**src/rtl/trng_bit_collector.sv**
```systemverilog
// Consumer side of the metastable entropy source: repetition-count health test,
// von Neumann debiasing and packing of debiased bits into WIDTH-bit words with a valid/ready output.
module trng_bit_collector #(
    parameter int WIDTH      = 8,
    parameter int RCT_CUTOFF = 32
) (
    input  logic             clk_in,
    input  logic             rst,
    input  logic             en,
    input  logic             raw_bit,
    output logic [WIDTH-1:0] out_data,
    output logic             out_valid,
    input  logic             out_ready,
    output logic             health_fail,
    output logic             overflow
);

    localparam int          CW       = $clog2(WIDTH + 1);
    localparam logic [7:0]  CUTOFF   = 8'(RCT_CUTOFF);
    localparam logic [CW-1:0] LAST_BIT = CW'(WIDTH - 1);
    localparam logic [CW-1:0] FULL_CNT = CW'(WIDTH);

    logic             phase;
    logic             first_bit;
    logic             prev_bit;
    logic             stall;
    logic [WIDTH-1:0] shreg;
    logic [CW-1:0]    bit_cnt;
    logic [7:0]       rep_cnt;

    logic             deb_valid;
    logic [WIDTH-1:0] shifted;
    logic             xfer;
    logic             slot_free;
    logic [7:0]       rep_next;

    // A differing pair yields its first sample: 10 -> 1, 01 -> 0.
    assign deb_valid = en && phase && (first_bit != raw_bit);
    assign shifted   = {shreg[WIDTH-2:0], first_bit};
    assign xfer      = out_valid && out_ready;
    assign slot_free = !out_valid || out_ready;

    always_comb begin
        rep_next = rep_cnt;
        if (!en)
            rep_next = 8'd0;
        else if (rep_cnt == 8'd0 || raw_bit != prev_bit)
            rep_next = 8'd1;
        else if (rep_cnt < CUTOFF)
            rep_next = rep_cnt + 8'd1;
    end

    // NOTE: sequential state uses non-blocking assignments so every register samples pre-edge values.
    always_ff @(posedge clk_in) begin
        if (rst) begin
            phase       <= 1'b0;
            first_bit   <= 1'b0;
            prev_bit    <= 1'b0;
            stall       <= 1'b0;
            shreg       <= '0;
            bit_cnt     <= '0;
            rep_cnt     <= 8'd0;
            out_data    <= '0;
            out_valid   <= 1'b0;
            health_fail <= 1'b0;
            overflow    <= 1'b0;
        end else begin
            rep_cnt <= rep_next;
            if (en)
                prev_bit <= raw_bit;
            if (rep_next == CUTOFF)
                health_fail <= 1'b1;

            if (!en) begin
                phase <= 1'b0;
            end else begin
                phase <= ~phase;
                if (!phase)
                    first_bit <= raw_bit;
            end

            if (xfer)
                out_valid <= 1'b0;

            if (stall) begin
                if (health_fail) begin
                    // The held word is no longer trustworthy once the source has failed.
                    stall   <= 1'b0;
                    bit_cnt <= '0;
                end else begin
                    if (xfer) begin
                        out_data  <= shreg;
                        out_valid <= 1'b1;
                        stall     <= 1'b0;
                        bit_cnt   <= '0;
                    end
                    if (deb_valid)
                        overflow <= 1'b1;
                end
            end else if (deb_valid && !health_fail) begin
                shreg <= shifted;
                if (bit_cnt == LAST_BIT) begin
                    if (slot_free) begin
                        out_data  <= shifted;
                        out_valid <= 1'b1;
                        bit_cnt   <= '0;
                    end else begin
                        stall   <= 1'b1;
                        bit_cnt <= FULL_CNT;
                    end
                end else begin
                    bit_cnt <= bit_cnt + 1'b1;
                end
            end
        end
    end

endmodule

```
**config.mk**
```make
export PLATFORM = sky130hd
export DESIGN_NAME = trng_bit_collector
export DESIGN_NICKNAME = d
export VERILOG_FILES = /design/src/rtl/trng_bit_collector.sv
export SDC_FILE = /design/constraint.sdc
export NUM_CORES = 1
export LEC_CHECK = 0
export CAP_MARGIN = 5
export CORE_MARGIN = 4
export CORE_UTILIZATION = 45
export DETAILED_ROUTE_END_ITERATION = 8
export PLACE_DENSITY = 0.66
export SLEW_MARGIN = 20
export SYNTH_ARGS = -nofsm -noshare
export SYNTH_HDL_FRONTEND = slang
export SYNTH_SLANG_ARGS = --single-unit
```
**constraint.sdc**
```tcl
create_clock -name clk_in -period 5 [get_ports clk_in]
set_input_delay 0.75 -clock clk_in [delete_from_list [all_inputs] [get_ports clk_in]]
set_output_delay 0.75 -clock clk_in [all_outputs]
set_load 0.02 [all_outputs]
```
==> impl_metrics.json, run 1 <==
{
  "numClockSinks": 35,
  "via_per_inst": 5.58,
  "cap_viol_max_count": 0,
  "clockBufferDepth": 2,
  "setup_violations": 0,
  "h-tree-depth": 2,
  "synth-edff-count": 0,
  "start_util_pct": 48.0,
  "tightestPinTransition_ps": 936,
  "core_area_mm2": 0.00342,
  "slew_violations": 0,
  "nets": 209,
  "drt-total-wl_mm": 3.38,
  "hold_violations": 0,
  "path_max_fanout": 27,
  "drtAntennaViolNets": 0,
  "dieArea_mm2": 0.00468,
  "syn_inst": 188,
  "drive_above_1_share_pct": 7.43,
  "fin_cells": 248,
  "netlist_top_cells_area": "dfxtp_1 (43%), a21oi_1 (7.0%), mux2i_1 (6.7%)",
  "place_inst": 240,
  "ys.warnings.count": 0,
  "p_leak_uw": 0.000607,
  "clkTransAtPathRegs_ps": 100,
  "syn_avg_cell_area_um2": 8.73,
  "yosysSeqAreaShare_pct": 42.7,
  "rsz0062_at_grt": "false",
  "cts_root_buf": "clkbuf_4",
  "synth_nets": 196,
  "cts.hold.buffers_added": 0,
  "skew_ps": 5.82,
  "p_per_area_mw_per_mm2": 242,
  "diodes": 0,
  "synth_top_area_cell": "dfxtp_1",
  "cts-buffers-inserted": 5,
  "slew_headroom_pct": 37.4,
  "fill_cells": 319,
  "end_kind": "flop",
  "synth_seq_cells": 35,
  "grt_overflow": 0,
  "fin_crit_sh_pct": 52.9,
  "synth_area_mm2": 0.00164,
  "clk_latency_ps": 330,
  "drt_iter0_markers": 34,
  "die_x_um": 68.4,
  "dr_total_vias": 1385,
  "place.gp.congestion": 0.841,
  "antenna_found_initial": 0,
  "dominantRegCellSynth": "dfxtp_1",
  "cts_tree": "done",
  "ctsResizeCount": 0,
  "grt_pass1_vias": 1310,
  "critPathRequiredTime_ps": 5260,
  "hold_class": "flop to flop",
  "grt_max_degree": 28,
  "ys_async_sr_fraction_pct": 0,
  "peakVddDrop_uv": 139,
  "fp-row-count": 21,
  "grt_pass1_wl_mm": 5.84,
  "wire_per_inst_um": 13.6,
  "portBuffers": 15,
  "drc_errors": 0,
  "synth_top_area_share_pct": 42.7,
  "dp_hpwl_mm": 2.39,
  "status": "finished, final reports clean",
  "period_minus_slack_ps": 2640,
  "finalWorstSetupSlack_ps": 2360,
  "worstPathArrival_ps": 2900,
  "min_delay_path_depth": 2,
  "grt.total_usage_pct": 16.7,
  "start_kind": "input pin",
  "dieHeight_um": 68.4,
  "r2r_cells": 5,
  "max_freq_mhz": 378,
  "synth_cell_type_count": 46,
  "syn_to_final_growth_pct": 13.3,
  "drtPass1Iterations": 4,
  "ios": 16,
  "dp_slack_ps": 1980,
  "post_cts_buffers": 0,
  "setup_tns_ps": 0,
  "critPathKind": "input pin to flop"
}
final cells by class:
cell class                      instances  area, um^2  area share [%]
Clock buffer                            7        45.0            2.42
Clock inverter                          1        5.00           0.269
Inverter                                4        15.0           0.808
Multi-Input combinational cell        140         885            47.6
Sequential cell                        35         701            37.7
Tap cell                               46        57.6            3.10
Timing Repair Buffer                   15         150            8.08
worst max-delay path, stage by stage:
cell	delay [ps]
clkdlybuf4s50_1	880
nand2b_4	360
or2_1	280
o41a_1	440
a311oi_2	180
synth_stat cells (3+ instances only):
| cell | instances |
|---|---|
| and2_1 | 3 |
| nor2_1 | 20 |
| buf_2 | 5 |
| nand2b_1 | 3 |
| nor3_1 | 3 |
| ha_1 | 3 |
| mux2i_1 | 11 |
| clkbuf_1 | 3 |
| dfxtp_1 | 35 |
| xor2_1 | 3 |
| nand2_1 | 25 |
| a21oi_1 | 23 |
| nand4_1 | 3 |
| a311oi_1 | 8 |
metal layers:
metal,track usage (%),part of all wire [%],vias up
li1,-,-,707
met1,19.3,43,641
met2,28.4,52,30
met3,5.58,4.0,7
met4,6.45,1.7,0
met5,0,0,-
kinds of logic after synthesis:
| family | Yosys count | synth area share [%] |
|---|---|---|
| and+or+nand+nor | 73 | 21.9 |
| AOI/OAI and AO/OA | 48 | 19.7 |
| DFF | 35 | 42.7 |
| buffers and inverters | 13 | 3.59 |
| muxes | 11 | 6.71 |
| xor gates and xnor gates | 5 | 3.13 |
| adders and majority gates | 3 | 2.29 |
flip-flops by register name, indices dropped and copies added, names as in the netlist, named ones only:
register,count
out_data,8
rep_cnt,8
shreg,8
bit_cnt,4
first_bit,1
health_fail,1
overflow,1
phase,1
prev_bit,1
stall,1
power by group:
group,internal (uW),switching (uW),leakage (uW)
clock network,54.8,88.2,0.0000293
logic,9.25,14.5,0.000295
registers,281,2.77,0.000283
total,345,105,0.000607
path summary, 6_finish.rpt:
| check | start | to | slack (ps) |
|---|---|---|---|
| max | rst | health_fail$_SDFFE_PP0N_ | 2360 |
| min | shreg[7]$_SDFFE_PP0P_ | shreg[7]$_SDFFE_PP0P_ | 470 |
| max reg2reg | bit_cnt[0]$_SDFFE_PP0P_ | out_data[2]$_SDFFE_PP0P_ | 3100 |
| min reg2reg | shreg[7]$_SDFFE_PP0P_ | shreg[7]$_SDFFE_PP0P_ | 470 |
cells in the final DEF, fill, tap and decap left out, types with 2 or more instances in the layout:
master | synthesis | routed
nor2_1 | 20 | 20
a31oi_1 | 2 | 2
nand2_1 | 25 | 25
ha_1 | 3 | 3
inv_1 | 2 | 2
nor3_1 | 3 | 3
nand4_1 | 3 | 3
xor2_1 | 3 | 3
or3_1 | 2 | 2
a211oi_1 | 2 | 2
o21ai_0 | 2 | 2
and2_1 | 3 | 3
dfxtp_1 | 35 | 35
clkbuf_4 | 0 | 5
clkbuf_1 | 3 | 2
a311oi_1 | 8 | 8
nand3_1 | 2 | 2
mux2i_1 | 11 | 11
inv_2 | 2 | 2
and3_1 | 2 | 2
a21oi_1 | 23 | 22
clkdlybuf4s50_1 | 0 | 15
nand2b_1 | 3 | 3
through the flow:
stage / power [uW] / util, % / instance area [um^2] / hold WS [ps]
2_1_floorplan: 306 / - / 1640 / 405
6_report: 450 / 54.4 / 1860 / 470
4_1_cts: 456 / 54.3 / 1850 / 468
5_1_grt: 473 / 54.4 / 1860 / 482
3_5_place_dp: 314 / 52.8 / 1800 / 425
3_3_place_gp: 313 / 52.8 / 1800 / 425
No activity file was read; power rests on OpenSTA's default activity.
==> run 2: changes to the inputs <==
Clock period 5 ns to 2.6 ns, I/O delays scaled along.
==> run 2 against run 1 <==
Sequential cell count is the same. Clock-buffer cell count shrank 2. Setup slack lost 1600 ps. Global-route usage increased by 0.086 points. Via count down 2.0%. First-iteration DRC count rose by 76%. Die area stayed put. Register-to-register slack worse by 2400 ps. Sequential share of layout area down 0.38 points. Clock skew increased by 3.2 ps. Non-clock buffer count is 2 higher. Largest cell class unchanged.
==> impl_metrics.json, run 2 (synthesis gave the netlist of run 1 again) <==
{
  "clockBufferDepth": 2,
  "drc_errors": 0,
  "p_clk_share_pct": 33.1,
  "numClockSinks": 35,
  "end_kind": "flop",
  "worstPathArrival_ps": 2140,
  "slew_violations": 0,
  "h-tree-depth": 2,
  "cts_root_buf": "clkbuf_4",
  "p_leak_uw": 0.000613,
  "grt_pass1_wl_mm": 5.84,
  "drt_iter0_markers": 60,
  "wire_per_inst_um": 13.2,
  "cts_tree": "done",
  "drtPass1Iterations": 5,
  "cts.hold.buffers_added": 0,
  "critPathRequiredTime_ps": 2860,
  "hold_violations": 0,
  "grt_pass1_vias": 1302,
  "critPathKind": "flop to flop",
  "period_minus_slack_ps": 1880,
  "status": "finished, final reports clean",
  "slew_headroom_pct": 56.6,
  "ios": 16,
  "diodes": 0,
  "seqPwrFrac_pct": 61.6,
  "largestRegisters": "out_data: 8 flops, rep_cnt: 8 flops, shreg: 8 flops",
  "dp_hpwl_mm": 2.39,
  "p_per_area_mw_per_mm2": 472,
  "max_freq_mhz": 531,
  "p_int_uw": 662,
  "grt_overflow": 0,
  "final_cell_mix": "dfxtp_1 (35), nand2_1 (25), a21oi_1 (23)",
  "grt.total_usage_pct": 16.8,
  "nets": 211,
  "dr_total_vias": 1357,
  "cts-buffers-inserted": 5,
  "hold_class": "flop to flop",
  "start_util_pct": 48.0,
  "grt_max_degree": 27,
  "cap_viol_max_count": 0,
  "antenna_found_initial": 0,
  "die_x_um": 68.4,
  "via_per_inst": 5.43,
  "tightestPinTransition_ps": 650,
  "power_uw": 886,
  "rsz0062_at_grt": "false",
  "dieHeight_um": 68.4,
  "setup_violations": 0,
  "post_cts_buffers": 0,
  "dieArea_mm2": 0.00468,
  "layout_commonest_cell": "dfxtp_1",
  "skew_ps": 9.00,
  "drive_above_1_share_pct": 8.82,
  "core_area_mm2": 0.00342,
  "comb_power_share_pct": 5.3,
  "place.gp.congestion": 0.812,
  "peakVddDrop_uv": 281,
  "clkTransAtPathRegs_ps": 110,
  "drtAntennaViolNets": 0,
  "path_max_fanout": 16,
  "p_switching_uw": 223,
  "drt-total-wl_mm": 3.30,
  "p_sw_share_pct": 25.2,
  "clk_latency_ps": 350,
  "ctsResizeCount": 0,
  "syn_to_final_growth_pct": 14.4,
  "start_kind": "flop",
  "fp-row-count": 21,
  "setup_tns_ps": 0,
  "fill_cells": 316,
  "portBuffers": 15,
  "fin_crit_sh_pct": 72.5
}
run 2: area by class of cell:
cell class | count | area, um^2 | share of cell area (%)
multi-input cells | 140 | 881 | 46.9
flip-flops and latches | 35 | 701 | 37.3
repair buffers | 17 | 165 | 8.80
well taps | 46 | 57.6 | 3.07
clock buffers | 5 | 37.5 | 2.00
clock inverters | 3 | 20.0 | 1.07
inverters | 4 | 15.0 | 0.800
run 2: critical path, cell delays in order (launching register included):
cell and delay (ps):
dfxtp_1 410, ha_1 250, nor4bb_1 350, a32o_2 420, a21oi_1 110, a311oi_1 270
run 2: worst paths after layout:
| path | from | endpoint | slack (ps) | cells past startpoint |
|---|---|---|---|---|
| worst max-delay path | bit_cnt[0]$_SDFFE_PP0P_ | out_data[7]$_SDFFE_PP0P_ | 720 | 5 |
| worst min-delay path | phase$_SDFF_PP0_ | phase$_SDFF_PP0_ | 470 | 1 |
| worst max register to register | bit_cnt[0]$_SDFFE_PP0P_ | out_data[7]$_SDFFE_PP0P_ | 720 | 5 |
| worst min register to register | phase$_SDFF_PP0_ | phase$_SDFF_PP0_ | 470 | 1 |
run 2: routing by layer:
| layer | track usage [%] | vias up | wire length, um |
|---|---|---|---|
| met5 | 0 | - | 0 |
| met4 | 7.20 | 0 | 53 |
| met3 | 5.42 | 6 | 109 |
| met2 | 28.4 | 19 | 1690 |
| met1 | 19.4 | 620 | 1440 |
| li1 | - | 712 | - |
run 2: through the flow:
| stage | hold slack, ps | instances | setup WS [ps] | utilization (%) | instance area (um^2) |
|---|---|---|---|---|---|
| floorplan | 405 | 188 | 927 | - | 1640 |
| global placement | 435 | 242 | 432 | 53.3 | 1820 |
| detailed placement | 456 | 242 | 424 | 53.3 | 1820 |
| CTS | 476 | 250 | 737 | 54.9 | 1880 |
| global route | 504 | 250 | 504 | 54.9 | 1880 |
| finish | 469 | 250 | 715 | 54.9 | 1880 |
run 2: power groups by stage:
stage	Sequential, uW	Clock, uW	Combinational [uW]
2_1_floorplan	556	0	31.5
3_3_place_gp	558	0	45.5
3_5_place_dp	558	0	46.5
6_report	546	294	46.5
5_1_grt	547	331	52.5
4_1_cts	546	307	46.8
==> RTL edit: new RTL, settings of run 2 <==
The parameter `WIDTH` goes from 8 to 4.
--- a/src/rtl/trng_bit_collector.sv
+++ b/src/rtl/trng_bit_collector.sv
@@ -1,7 +1,7 @@
 // Consumer side of the metastable entropy source: repetition-count health test,
 // von Neumann debiasing and packing of debiased bits into WIDTH-bit words with a valid/ready output.
 module trng_bit_collector #(
-    parameter int WIDTH      = 8,
+    parameter int WIDTH      = 4,
     parameter int RCT_CUTOFF = 32
 ) (
     input  logic             clk_in,
Ports: changed (resized out_data); port bits go from 16 to 12. The function was not compared with the original's and may differ.
==> RTL edit against run 2 <==
  * Count of clock-buffer cells in the layout is 2 lower
  * Clock power decreased by 6%
  * Worst setup slack worse by 170 ps
  * Combinational power shrank 20%
  * Total power decreased by 19%
  * Area after synthesis decreased by 24%
  * Sequential share of layout area shrank 1.0 points
  * Sequential cell count shrank 9
  * Design area shrank 24%
  * Routed wire length decreased by 28%
  * Final cell count is 24% lower
  * Critical path type unchanged
  * Largest cell class unchanged
==> RTL edit: results (changes against run 2) <==
* Layout fillers at 232 (-27%)
* Arr. time, crit path at 2250 ps (+110 ps)
* Detailed Routing Iterations Pass 1 at 4 (-1)
* Fraction of layout instances using a drive strength above 1 at 6.29% (-2.5 points)
* VDD IR max at 0.447 mV (+59%)
* CTS buffer count at 3 (-2)
* Clock Latency Late Sink at 320 ps (-30 ps)
* Biggest regs: rep_cnt (8), out_data (4), shreg (4)
* CP Max Fanout at 5 (-11)
* Cell variety after synth at 36 (-22%)
* H-tree level count at 1 (-1)
* Dpl cells at 185 (-24%)
* Final HPWL DP at 1780 µm (-26%)
* Combinational power at 0.0372 mW (-20%)
* WL/cell at 12.6 µm (-4.5%)
* Power in the clock group at 0.275 mW (-6%)
* Vias per cell at 5.33 (-1.7%)
* I/O Buffers at 11 (-4)
* WL final at 2380 µm (-28%)
* Transition time of the tightest slew-check pin at 690 ps (+39.7 ps)
* Pleak at 0.496 nW (-19%)
* Clock Pin Slew Worst Setup and Hold Paths at 140 ps (+30 ps)
* Pin count of the biggest net entering global routing at 19 (-30%)
* DR iter-0 viols at 16 (-73%)
* Synth Net Count at 155 (-21%)
* NetSw at 0.143 mW (-36%)
* Clock Skew at 7.61 ps (-1.39 ps)
* Clk buf depth at 2 (unchanged)
* Final net count at 168 (-20%)
* Yosys warnings at 0 (unchanged)
* Status: complete, no violations
* Area contributors post-synth: dfxtp_1, a21oi_1, mux2i_1
* First-pass GRT wire length at 3930 µm (-33%)
* GP Congestion at 0.876 (+7.9%)
* Mean Syn Cell Area at 8.45 µm² (-3.1%)
* Seq/Total Area, Yosys at 41.9% (-0.82 points)
* Total Routing Usage GR at 14.1% (-2.7 points)
* Vias in the first global route at 931 (-28%)
* Top post-synthesis cells by count: dfxtp_1, a21oi_1, nand2_1
-- RTL edit: metrics by stage --
stage / instance area, µm² / setup slack (ps)
CTS: 1430 / 538
finish: 1430 / 542
floorplan: 1240 / 850
global placement: 1380 / 363
global route: 1430 / 395
detailed placement: 1380 / 277
-- RTL edit: layout make-up --
type | count | area share (%)
tap | 30 | 2.62
timing repair buffer | 14 | 9.25
sequential | 26 | 36.3
clock inverter | 1 | 2.09
inverter | 7 | 1.83
multi-input combinational | 108 | 46.3
clock buffer | 3 | 1.57
-- RTL edit: final timing paths --
| kind | start | endpoint | slack (ps) | cells past startpoint |
|---|---|---|---|---|
| worst min-delay path | phase | phase | 470 | 1 |
| worst min register to register | phase | phase | 470 | 1 |
| worst max-delay path | rep_cnt[0] | rep_cnt[3] | 540 | 5 |
| worst max register to register | rep_cnt[0] | rep_cnt[3] | 540 | 5 |
-- RTL edit: routing by layer --
| layer | part of all wire [%] | global-route usage [%] | wire length [µm] | up-vias |
|---|---|---|---|---|
| li1 | - | - | - | 533 |
| met1 | 52 | 19.4 | 1250 | 460 |
| met2 | 43 | 21.3 | 1020 | 13 |
| met3 | 4.1 | 4.47 | 98 | 2 |
| met4 | 0.80 | 4.33 | 19 | 0 |
| met5 | 0 | 0 | 0 | - |
-- RTL edit: cell families (layout without fill, tap and decap cells) --
family          Yosys count  count (layout)  synth area share (%)
xor+xnor                  6               6                  4.23
fa+ha+maj                 3               3                  3.02
simple gates             59              59                  23.9
mux                       6               6                  4.83
buf+inv                  13              25                  4.63
flops                    26              26                  41.9
compound gates           34              34                  17.5
-- RTL edit: worst max-delay path: stages, from the launching register on --
cell and delay, ps:
dfxtp_1 370, inv_1 100, ha_1 160, or4b_2 600, o21ai_0 580, nor2_1 120
